[src/rtl/game_pkg.sv]
// Shared game constants and state encodings used by the ship controller, map ROM and renderer.
// No logic; no latency; no flow control.
package game_pkg;

    localparam int TRACK_LEN_DEF = 160;
    localparam int LANES_DEF     = 4;

    typedef enum logic [1:0] {
        ST_IDLE   = 2'b00,
        ST_RUN    = 2'b01,
        ST_CRASH  = 2'b10,
        ST_FINISH = 2'b11
    } game_state_e;

endpackage

[src/rtl/ship_motion_ctrl_if.sv]
// Bundle between the tick generator / buttons / map ROM and the ship controller.
// slave = controller side; master = environment side.
interface ship_motion_ctrl_if
    import game_pkg::*;
#(
    parameter int LANES = LANES_DEF,
    parameter int XW    = 8,
    parameter int YW    = 2
);
    logic             forward_tick;
    logic             start_btn;
    logic             up_btn;
    logic             down_btn;
    logic [LANES-1:0] obstacle_col;
    logic [XW-1:0]    ship_x;
    logic [YW-1:0]    ship_y;
    logic [1:0]       game_state;
    logic             first_start;
    logic             crash_pulse;
    logic             finish_pulse;

    modport master (
        output forward_tick, start_btn, up_btn, down_btn, obstacle_col,
        input  ship_x, ship_y, game_state, first_start, crash_pulse, finish_pulse
    );

    modport slave (
        input  forward_tick, start_btn, up_btn, down_btn, obstacle_col,
        output ship_x, ship_y, game_state, first_start, crash_pulse, finish_pulse
    );
endinterface

[src/rtl/btn_edge.sv]
// Rising-edge detector for a debounced button level; rise is combinational in the press cycle.
// Latency 0 cycles for rise; no backpressure.
module btn_edge (
    input  logic clock,
    input  logic reset,
    input  logic level,
    output logic rise
);
    logic prev;

    always_ff @(posedge clock or negedge reset) begin
        if (!reset) prev <= 1'b0;
        else        prev <= level;
    end

    assign rise = level & ~prev;
endmodule

[src/rtl/ship_motion_ctrl.sv]
// Ship position, lane changes, collision detection and game-state sequencing.
// Latency 1 cycle from tick/button rise to outputs; no backpressure, ticks are never stalled.
module ship_motion_ctrl
    import game_pkg::*;
#(
    parameter int TRACK_LEN  = TRACK_LEN_DEF,
    parameter int LANES      = LANES_DEF,
    parameter int XW         = 8,
    parameter int YW         = 2,
    parameter int START_LANE = 1,
    parameter int HOLD_TICKS = 50
) (
    input  logic              clock,
    input  logic              reset,
    ship_motion_ctrl_if.slave bus
);
    localparam int HW = (HOLD_TICKS > 1) ? $clog2(HOLD_TICKS) : 1;

    logic start_rise, up_rise, down_rise;

    btn_edge u_start (.clock(clock), .reset(reset), .level(bus.start_btn), .rise(start_rise));
    btn_edge u_up    (.clock(clock), .reset(reset), .level(bus.up_btn),    .rise(up_rise));
    btn_edge u_down  (.clock(clock), .reset(reset), .level(bus.down_btn),  .rise(down_rise));

    game_state_e    state_q, state_d;
    logic [XW-1:0]  x_q, x_d;
    logic [YW-1:0]  y_q, y_d, y_step;
    logic [HW-1:0]  hold_q, hold_d;
    logic           crash_q, crash_d;
    logic           finish_q, finish_d;
    logic           fs_q;

    always_ff @(posedge clock or negedge reset) begin
        if (!reset) begin
            state_q  <= ST_IDLE;
            x_q      <= '0;
            y_q      <= YW'(START_LANE);
            hold_q   <= '0;
            crash_q  <= 1'b0;
            finish_q <= 1'b0;
            fs_q     <= 1'b0;
        end else begin
            state_q  <= state_d;
            x_q      <= x_d;
            y_q      <= y_d;
            hold_q   <= hold_d;
            crash_q  <= crash_d;
            finish_q <= finish_d;
            fs_q     <= (state_d != ST_IDLE);
        end
    end

    always_comb begin
        state_d  = state_q;
        x_d      = x_q;
        y_d      = y_q;
        hold_d   = hold_q;
        crash_d  = 1'b0;
        finish_d = 1'b0;

        // Simultaneous up/down presses cancel each other.
        y_step = y_q;
        if (up_rise && !down_rise && (y_q != YW'(LANES - 1)))
            y_step = y_q + YW'(1);
        else if (down_rise && !up_rise && (y_q != '0))
            y_step = y_q - YW'(1);

        case (state_q)
            ST_IDLE: begin
                if (start_rise) begin
                    x_d     = '0;
                    y_d     = YW'(START_LANE);
                    state_d = ST_RUN;
                end
            end
            ST_RUN: begin
                y_d = y_step;
                // Collision is judged on the lane the ship moves into this cycle.
                if (bus.forward_tick) begin
                    if (bus.obstacle_col[y_step]) begin
                        state_d = ST_CRASH;
                        crash_d = 1'b1;
                    end else if (x_q == XW'(TRACK_LEN - 2)) begin
                        x_d      = XW'(TRACK_LEN - 1);
                        state_d  = ST_FINISH;
                        finish_d = 1'b1;
                    end else begin
                        x_d = x_q + XW'(1);
                    end
                end
            end
            default: begin
                if (bus.forward_tick) begin
                    if (hold_q == HW'(HOLD_TICKS - 1)) begin
                        hold_d  = '0;
                        state_d = ST_IDLE;
                    end else begin
                        hold_d = hold_q + HW'(1);
                    end
                end
            end
        endcase
    end

    assign bus.ship_x       = x_q;
    assign bus.ship_y       = y_q;
    assign bus.game_state   = state_q;
    assign bus.first_start  = fs_q;
    assign bus.crash_pulse  = crash_q;
    assign bus.finish_pulse = finish_q;
endmodule
[src/flat_wrapper.sv]
// flat-port wrapper written by rule: the top's interface ports become plain ports
module ship_motion_ctrl_flat import game_pkg::*;
#(
    parameter int TRACK_LEN  = TRACK_LEN_DEF,
    parameter int LANES      = LANES_DEF,
    parameter int XW         = 8,
    parameter int YW         = 2,
    parameter int START_LANE = 1,
    parameter int HOLD_TICKS = 50
)
  (clock, reset, bus_forward_tick, bus_start_btn, bus_up_btn, bus_down_btn, bus_obstacle_col, bus_ship_x, bus_ship_y, bus_game_state, bus_first_start, bus_crash_pulse, bus_finish_pulse);
  ship_motion_ctrl_if #(.LANES(LANES), .XW(XW), .YW(YW)) bus_i ();
  input  logic clock;
  input  logic reset;
  input wire logic [$bits(bus_i.forward_tick)-1:0] bus_forward_tick;
  input wire logic [$bits(bus_i.start_btn)-1:0] bus_start_btn;
  input wire logic [$bits(bus_i.up_btn)-1:0] bus_up_btn;
  input wire logic [$bits(bus_i.down_btn)-1:0] bus_down_btn;
  input wire logic [$bits(bus_i.obstacle_col)-1:0] bus_obstacle_col;
  output wire logic [$bits(bus_i.ship_x)-1:0] bus_ship_x;
  output wire logic [$bits(bus_i.ship_y)-1:0] bus_ship_y;
  output wire logic [$bits(bus_i.game_state)-1:0] bus_game_state;
  output wire logic [$bits(bus_i.first_start)-1:0] bus_first_start;
  output wire logic [$bits(bus_i.crash_pulse)-1:0] bus_crash_pulse;
  output wire logic [$bits(bus_i.finish_pulse)-1:0] bus_finish_pulse;
  assign bus_i.forward_tick = bus_forward_tick;
  assign bus_i.start_btn = bus_start_btn;
  assign bus_i.up_btn = bus_up_btn;
  assign bus_i.down_btn = bus_down_btn;
  assign bus_i.obstacle_col = bus_obstacle_col;
  assign bus_ship_x = bus_i.ship_x;
  assign bus_ship_y = bus_i.ship_y;
  assign bus_game_state = bus_i.game_state;
  assign bus_first_start = bus_i.first_start;
  assign bus_crash_pulse = bus_i.crash_pulse;
  assign bus_finish_pulse = bus_i.finish_pulse;
  ship_motion_ctrl #(.TRACK_LEN(TRACK_LEN), .LANES(LANES), .XW(XW), .YW(YW), .START_LANE(START_LANE), .HOLD_TICKS(HOLD_TICKS)) u_core (.clock(clock), .reset(reset), .bus(bus_i));
endmodule
[config.mk]
export PLATFORM = sky130hd
export DESIGN_NAME = ship_motion_ctrl_flat
export DESIGN_NICKNAME = d
export VERILOG_FILES = /design/src/rtl/game_pkg.sv /design/src/rtl/ship_motion_ctrl_if.sv /design/src/rtl/btn_edge.sv /design/src/rtl/ship_motion_ctrl.sv /design/src/flat_wrapper.sv
export SDC_FILE = /design/constraint.sdc
export NUM_CORES = 1
export LEC_CHECK = 0
export CAP_MARGIN = 15
export CELL_PAD_IN_SITES_DETAIL_PLACEMENT = 1
export CELL_PAD_IN_SITES_GLOBAL_PLACEMENT = 1
export CORE_ASPECT_RATIO = 0.75
export CORE_MARGIN = 2
export CORE_UTILIZATION = 35
export CTS_CLUSTER_DIAMETER = 40
export CTS_CLUSTER_SIZE = 24
export DETAILED_ROUTE_END_ITERATION = 16
export GPL_TIMING_DRIVEN = 0
export PLACE_DENSITY_LB_ADDON = 0.3
export SLEW_MARGIN = 20
export SYNTH_ARGS = -nofsm -noshare
export SYNTH_HDL_FRONTEND = slang
export SYNTH_SLANG_ARGS = --single-unit
export TNS_END_PERCENT = 5
[constraint.sdc]
create_clock -name clock -period 2.45 [get_ports clock]
set_input_delay 0.49 -clock clock [delete_from_list [all_inputs] [get_ports clock]]
set_output_delay 0.49 -clock clock [all_outputs]
set_load 0.1 [all_outputs]
==> key figures, run 1 <==
Outcome
  – Result of the run: complete, no violations

GRT
  – Largest net degree at the start of global routing: 25
  – Initial antenna violation count: 0
  – Vias in the first global route: between 1000 and 1500
  – Total congestion overflow after global routing: 0
  – Global routing usage summed across all routing layers: 18.71%
  – Global-route wire length before repair: 6893 um

Worst setup path
  – Reg-to-reg setup timing slack: 50 ps
  – Worst Path Max Fanout: 7
  – Critical path start-end classification: reg2reg
  – CP endpoint kind: flip-flop
  – Worst path cell trace: ha_1 -> nor2_2 -> or3_1 -> and3_4 -> mux2_4 -> or2_4 -> o31ai_2
  – Startpoint of the lowest-slack register-to-register path: u_core.bus.ship_y[0]
  – Worst r2r dst: u_core.bus.ship_x[5]
  – Critical Path Start Type: flip-flop
  – Origin of the worst setup path: u_core.bus.ship_y[0]
  – Data arrival at the endpoint of the critical path: 2580 ps
  – Cell type of the slowest stage on the worst timing path: sky130_fd_sc_hd__dfstp_4
  – R2R depth: 7
  – CP max stage delay: 670 ps
  – Required time reported for the critical path endpoint: around 2600 ps

Placement
  – Cell area after placement: between 0.0015 and 0.002 mm^2
  – Port bufs: 23
  – Final HPWL DP: roughly 3000 um
  – Global placer's final weighted congestion: 0.8507
  – Cell total after placement: 249
  – Worst setup timing slack at the placement stage: -456.1 ps

Layout
  – Diodes inserted: 0
  – Nets: 218
  – Core utilization of the finished layout: 47.92%
  – Final instance area: ~0.0019 mm^2
  – Fraction of final layout cells with drive strength greater than 1: 15.42%
  – Fill cells: between 400 and 500
  – Area growth from synthesis to layout: 31.88%
  – Non-filler instance count after layout: 256

Timing
  – Fin. Hold Viols: 0
  – Worst clock skew: 5.086 ps
  – Final Max Tran Viols: 0
  – Final critical delay including setup and external delays: 2402 ps
  – Max-Slew Margin vs Limit: a little over a third
  – Post-layout worst setup margin: 48.20 ps
  – Maximum clock frequency: 416.4 MHz
  – Summed negative setup slack over all endpoints: 0 ps
  – Worst Max-Slew Pin Slew: 972.2 ps
  – Final Cycle Share: between 90% and 100%
  – Hold Worst Slack: around 190 ps
  – Number of setup violations in the final report: 0

Synth
  – Most instantiated library cell after synthesis: sky130_fd_sc_hd__nand2_1
  – Largest area contributor in the netlist: sky130_fd_sc_hd__dfrtp_1
  – Number of enable flip-flop cells after synthesis: 0
  – Count of distinct cell types in the synthesized netlist: 40
  – Post-Syn Nets: 187
  – Mean Syn Cell Area: 8.561 um^2
  – Number of standard cells after synthesis: 171
  – Top cells by area, synth: sky130_fd_sc_hd__dfrtp_1 (39%), sky130_fd_sc_hd__nand2_1 (7.2%), sky130_fd_sc_hd__ha_1 (5.1%)
  – Area fraction of the dominant cell type after synthesis: 39.32%
  – Synth cell count leaders: sky130_fd_sc_hd__nand2_1 (28), sky130_fd_sc_hd__dfrtp_1 (23), sky130_fd_sc_hd__nor2_1 (13)
  – Post-synthesis instance area: 0.001464 mm^2
  – Count of yosys warnings during synthesis: 0
  – Proportion of synthesized chip area in sequential cells: 41.11%
  – Total of flip-flops plus latches after synthesis: 24
  – Async set-reset flop share out of synthesis: 100.0%
  – Predominant post-synthesis flop cell: sky130_fd_sc_hd__dfrtp_1

Power and ir drop
  – Pwr Density: roughly 1000 mW/mm^2
  – Power after layout: about 1.9 mW
  – Leak pwr: 0.8289 nW
  – Peak supply drop: 0.0004918 V

Floorplan
  – Die height: 60.01 um
  – Core area: 0.004029 mm^2
  – Die area: 0.004721 mm^2
  – Die width: between 70 and 80 um
  – FP Rows: 20
  – Starting density of the core: 36.34%
  – Number of ports placed on the die boundary: 25

Clock network
  – CTS Buf Count: 3
  – Number of levels in the clock H-tree: 1
  – Largest buffer count on any clock path: 2
  – Number of sinks driven by the clock tree: 24
  – Root buffer selected by CTS: sky130_fd_sc_hd__clkbuf_8
  – Clock latency on the worst-skew pair: ~270 ps
  – Clock input transition at the sequential cells of the worst setup and hold paths: 90 ps
  – Count of hold-fix buffers inserted at cts: 0
  – TritonCTS clock tree: done

Min path
  – Hold/Removal Path Class: in2async

Detailed routing
  – DRC marker count from the first detailed-route iteration: 68
  – Via-per-instance ratio: 5.578
  – Antenna Nets Post-Route: 0
  – Post-DR wirelength/cell: 16.64 um
  – Via count: 1428
  – Count of unresolved DRC violations after routing: 0
  – Number of optimization iterations in the first detailed-route pass: 4
  – Overall routed net length: approximately 4300 um

Flow run
  – Max-Cap Viols: 0
## flip-flops by register name, summed over array words and instances (netlist names), 2 cells and up
register	flops
u_core.bus.game_state	2
u_core.bus.ship_x	8
u_core.bus.ship_y	2
u_core.hold_q	6
## critical path: cells and delay by family, from the launching register on
kind | cells | cell delay [ps]
simple gates | 4 | 890
mux | 1 | 350
fa+ha+maj | 1 | 210
compound gates | 1 | 190
flops | 1 | 670
## routing by layer
layer | wire (um) | GRT usage, % | vias up
met5 | 0 | 0 | -
met4 | 41 | 5.263 | 0
met3 | 138 | 4.230 | 5
met2 | 2036 | 31.38 | 25
met1 | 2044 | 24.62 | 719
li1 | - | - | 679
## area by class of cell
type	instances	area, um^2	area share (%)
clock buffers	4	45.04	2.333
repair buffers	27	260.3	13.48
plain buffers	4	26.28	1.361
multi-input cells	135	894.6	46.34
flip-flops and latches	24	606.8	31.43
well taps	55	68.82	3.564
inverters	7	28.78	1.491
## where the power goes
part	switching, mW	total [mW]	internal (mW)
Combinational	0.702	1.04	0.334
Clock	0.130	0.247	0.116
Sequential	0.114	0.607	0.493
## cell usage in the layout (no fill, tap or decap), types with 2 or more instances in the layout
master / count
sky130_fd_sc_hd__clkbuf_1: 3
sky130_fd_sc_hd__nand2b_1: 5
sky130_fd_sc_hd__o22ai_1: 3
sky130_fd_sc_hd__o31ai_1: 2
sky130_fd_sc_hd__a31oi_1: 2
sky130_fd_sc_hd__o211ai_1: 7
sky130_fd_sc_hd__clkbuf_8: 3
sky130_fd_sc_hd__nand3_1: 10
sky130_fd_sc_hd__dlymetal6s2s_1: 3
sky130_fd_sc_hd__a211oi_1: 4
sky130_fd_sc_hd__dlygate4sd2_1: 2
sky130_fd_sc_hd__a21o_1: 3
sky130_fd_sc_hd__a221oi_1: 2
sky130_fd_sc_hd__nand4b_1: 2
sky130_fd_sc_hd__a21oi_1: 2
sky130_fd_sc_hd__ha_1: 5
sky130_fd_sc_hd__and3_1: 3
sky130_fd_sc_hd__nor2b_1: 4
sky130_fd_sc_hd__clkdlybuf4s50_1: 17
sky130_fd_sc_hd__o21ai_0: 5
sky130_fd_sc_hd__nor2_1: 13
sky130_fd_sc_hd__dfrtp_1: 22
sky130_fd_sc_hd__nor3_1: 4
sky130_fd_sc_hd__inv_1: 6
sky130_fd_sc_hd__a21oi_2: 2
sky130_fd_sc_hd__nand2_1: 28
sky130_fd_sc_hd__o21ai_1: 3
sky130_fd_sc_hd__buf_4: 5
## worst max-delay path by stage
stage / endpoint / slack, ps / depth (start not counted)
2_1_floorplan: u_core.bus.ship_x[7] / -100 / 9
4_1_cts: u_core.bus.ship_x[7] / -100 / 9
6_report: u_core.bus.ship_x[5] / 50 / 7
3_5_place_dp: u_core.bus.ship_x[1] / -460 / 10
3_3_place_gp: u_core.bus.ship_x[7] / -340 / 9
5_1_grt: u_core.bus.ship_x[5] / -40 / 8
## repair_timing
action	in CTS	in global routing
gates cloned	0	0
setup buffers	2	2
pin swaps	1	8
setup endpoints to repair	11	12
resized for setup	8	20
## cells by family after synthesis
logic type      count (synthesis)  synth area share [%]
flops                          24                 41.11
mux                             1                 1.025
compound gates                 40                 18.38
fa+ha+maj                       6                 5.128
buf+inv                        12                 3.419
simple gates                   87                 30.34
xor+xnor                        1                0.5984
Power figures use the tool's default switching activity.
==> inputs of run 2 (changes only) <==
--- a/config.mk
+++ b/config.mk
@@ -11,7 +11,7 @@
 export CORE_ASPECT_RATIO = 0.75
 export CORE_MARGIN = 2
 export CORE_UTILIZATION = 35
-export CTS_CLUSTER_DIAMETER = 40
+export CTS_CLUSTER_DIAMETER = 80
 export CTS_CLUSTER_SIZE = 24
 export DETAILED_ROUTE_END_ITERATION = 16
 export GPL_TIMING_DRIVEN = 0
@@ -20,4 +20,4 @@
 export SYNTH_ARGS = -nofsm -noshare
 export SYNTH_HDL_FRONTEND = slang
 export SYNTH_SLANG_ARGS = --single-unit
-export TNS_END_PERCENT = 5
+export TNS_END_PERCENT = 10
==> results of run 2 <==
The final DEF is identical to that of run 1; final timing and power are the same.
==> inputs of run 3 (changes only) <==
--- a/config.mk
+++ b/config.mk
@@ -5,6 +5,7 @@
 export SDC_FILE = /design/constraint.sdc
 export NUM_CORES = 1
 export LEC_CHECK = 0
+export ABC_CLOCK_PERIOD_IN_PS = 2450
 export CAP_MARGIN = 15
 export CELL_PAD_IN_SITES_DETAIL_PLACEMENT = 1
 export CELL_PAD_IN_SITES_GLOBAL_PLACEMENT = 1
==> results of run 3 <==
The final DEF is identical to that of run 1; final timing and power are the same.
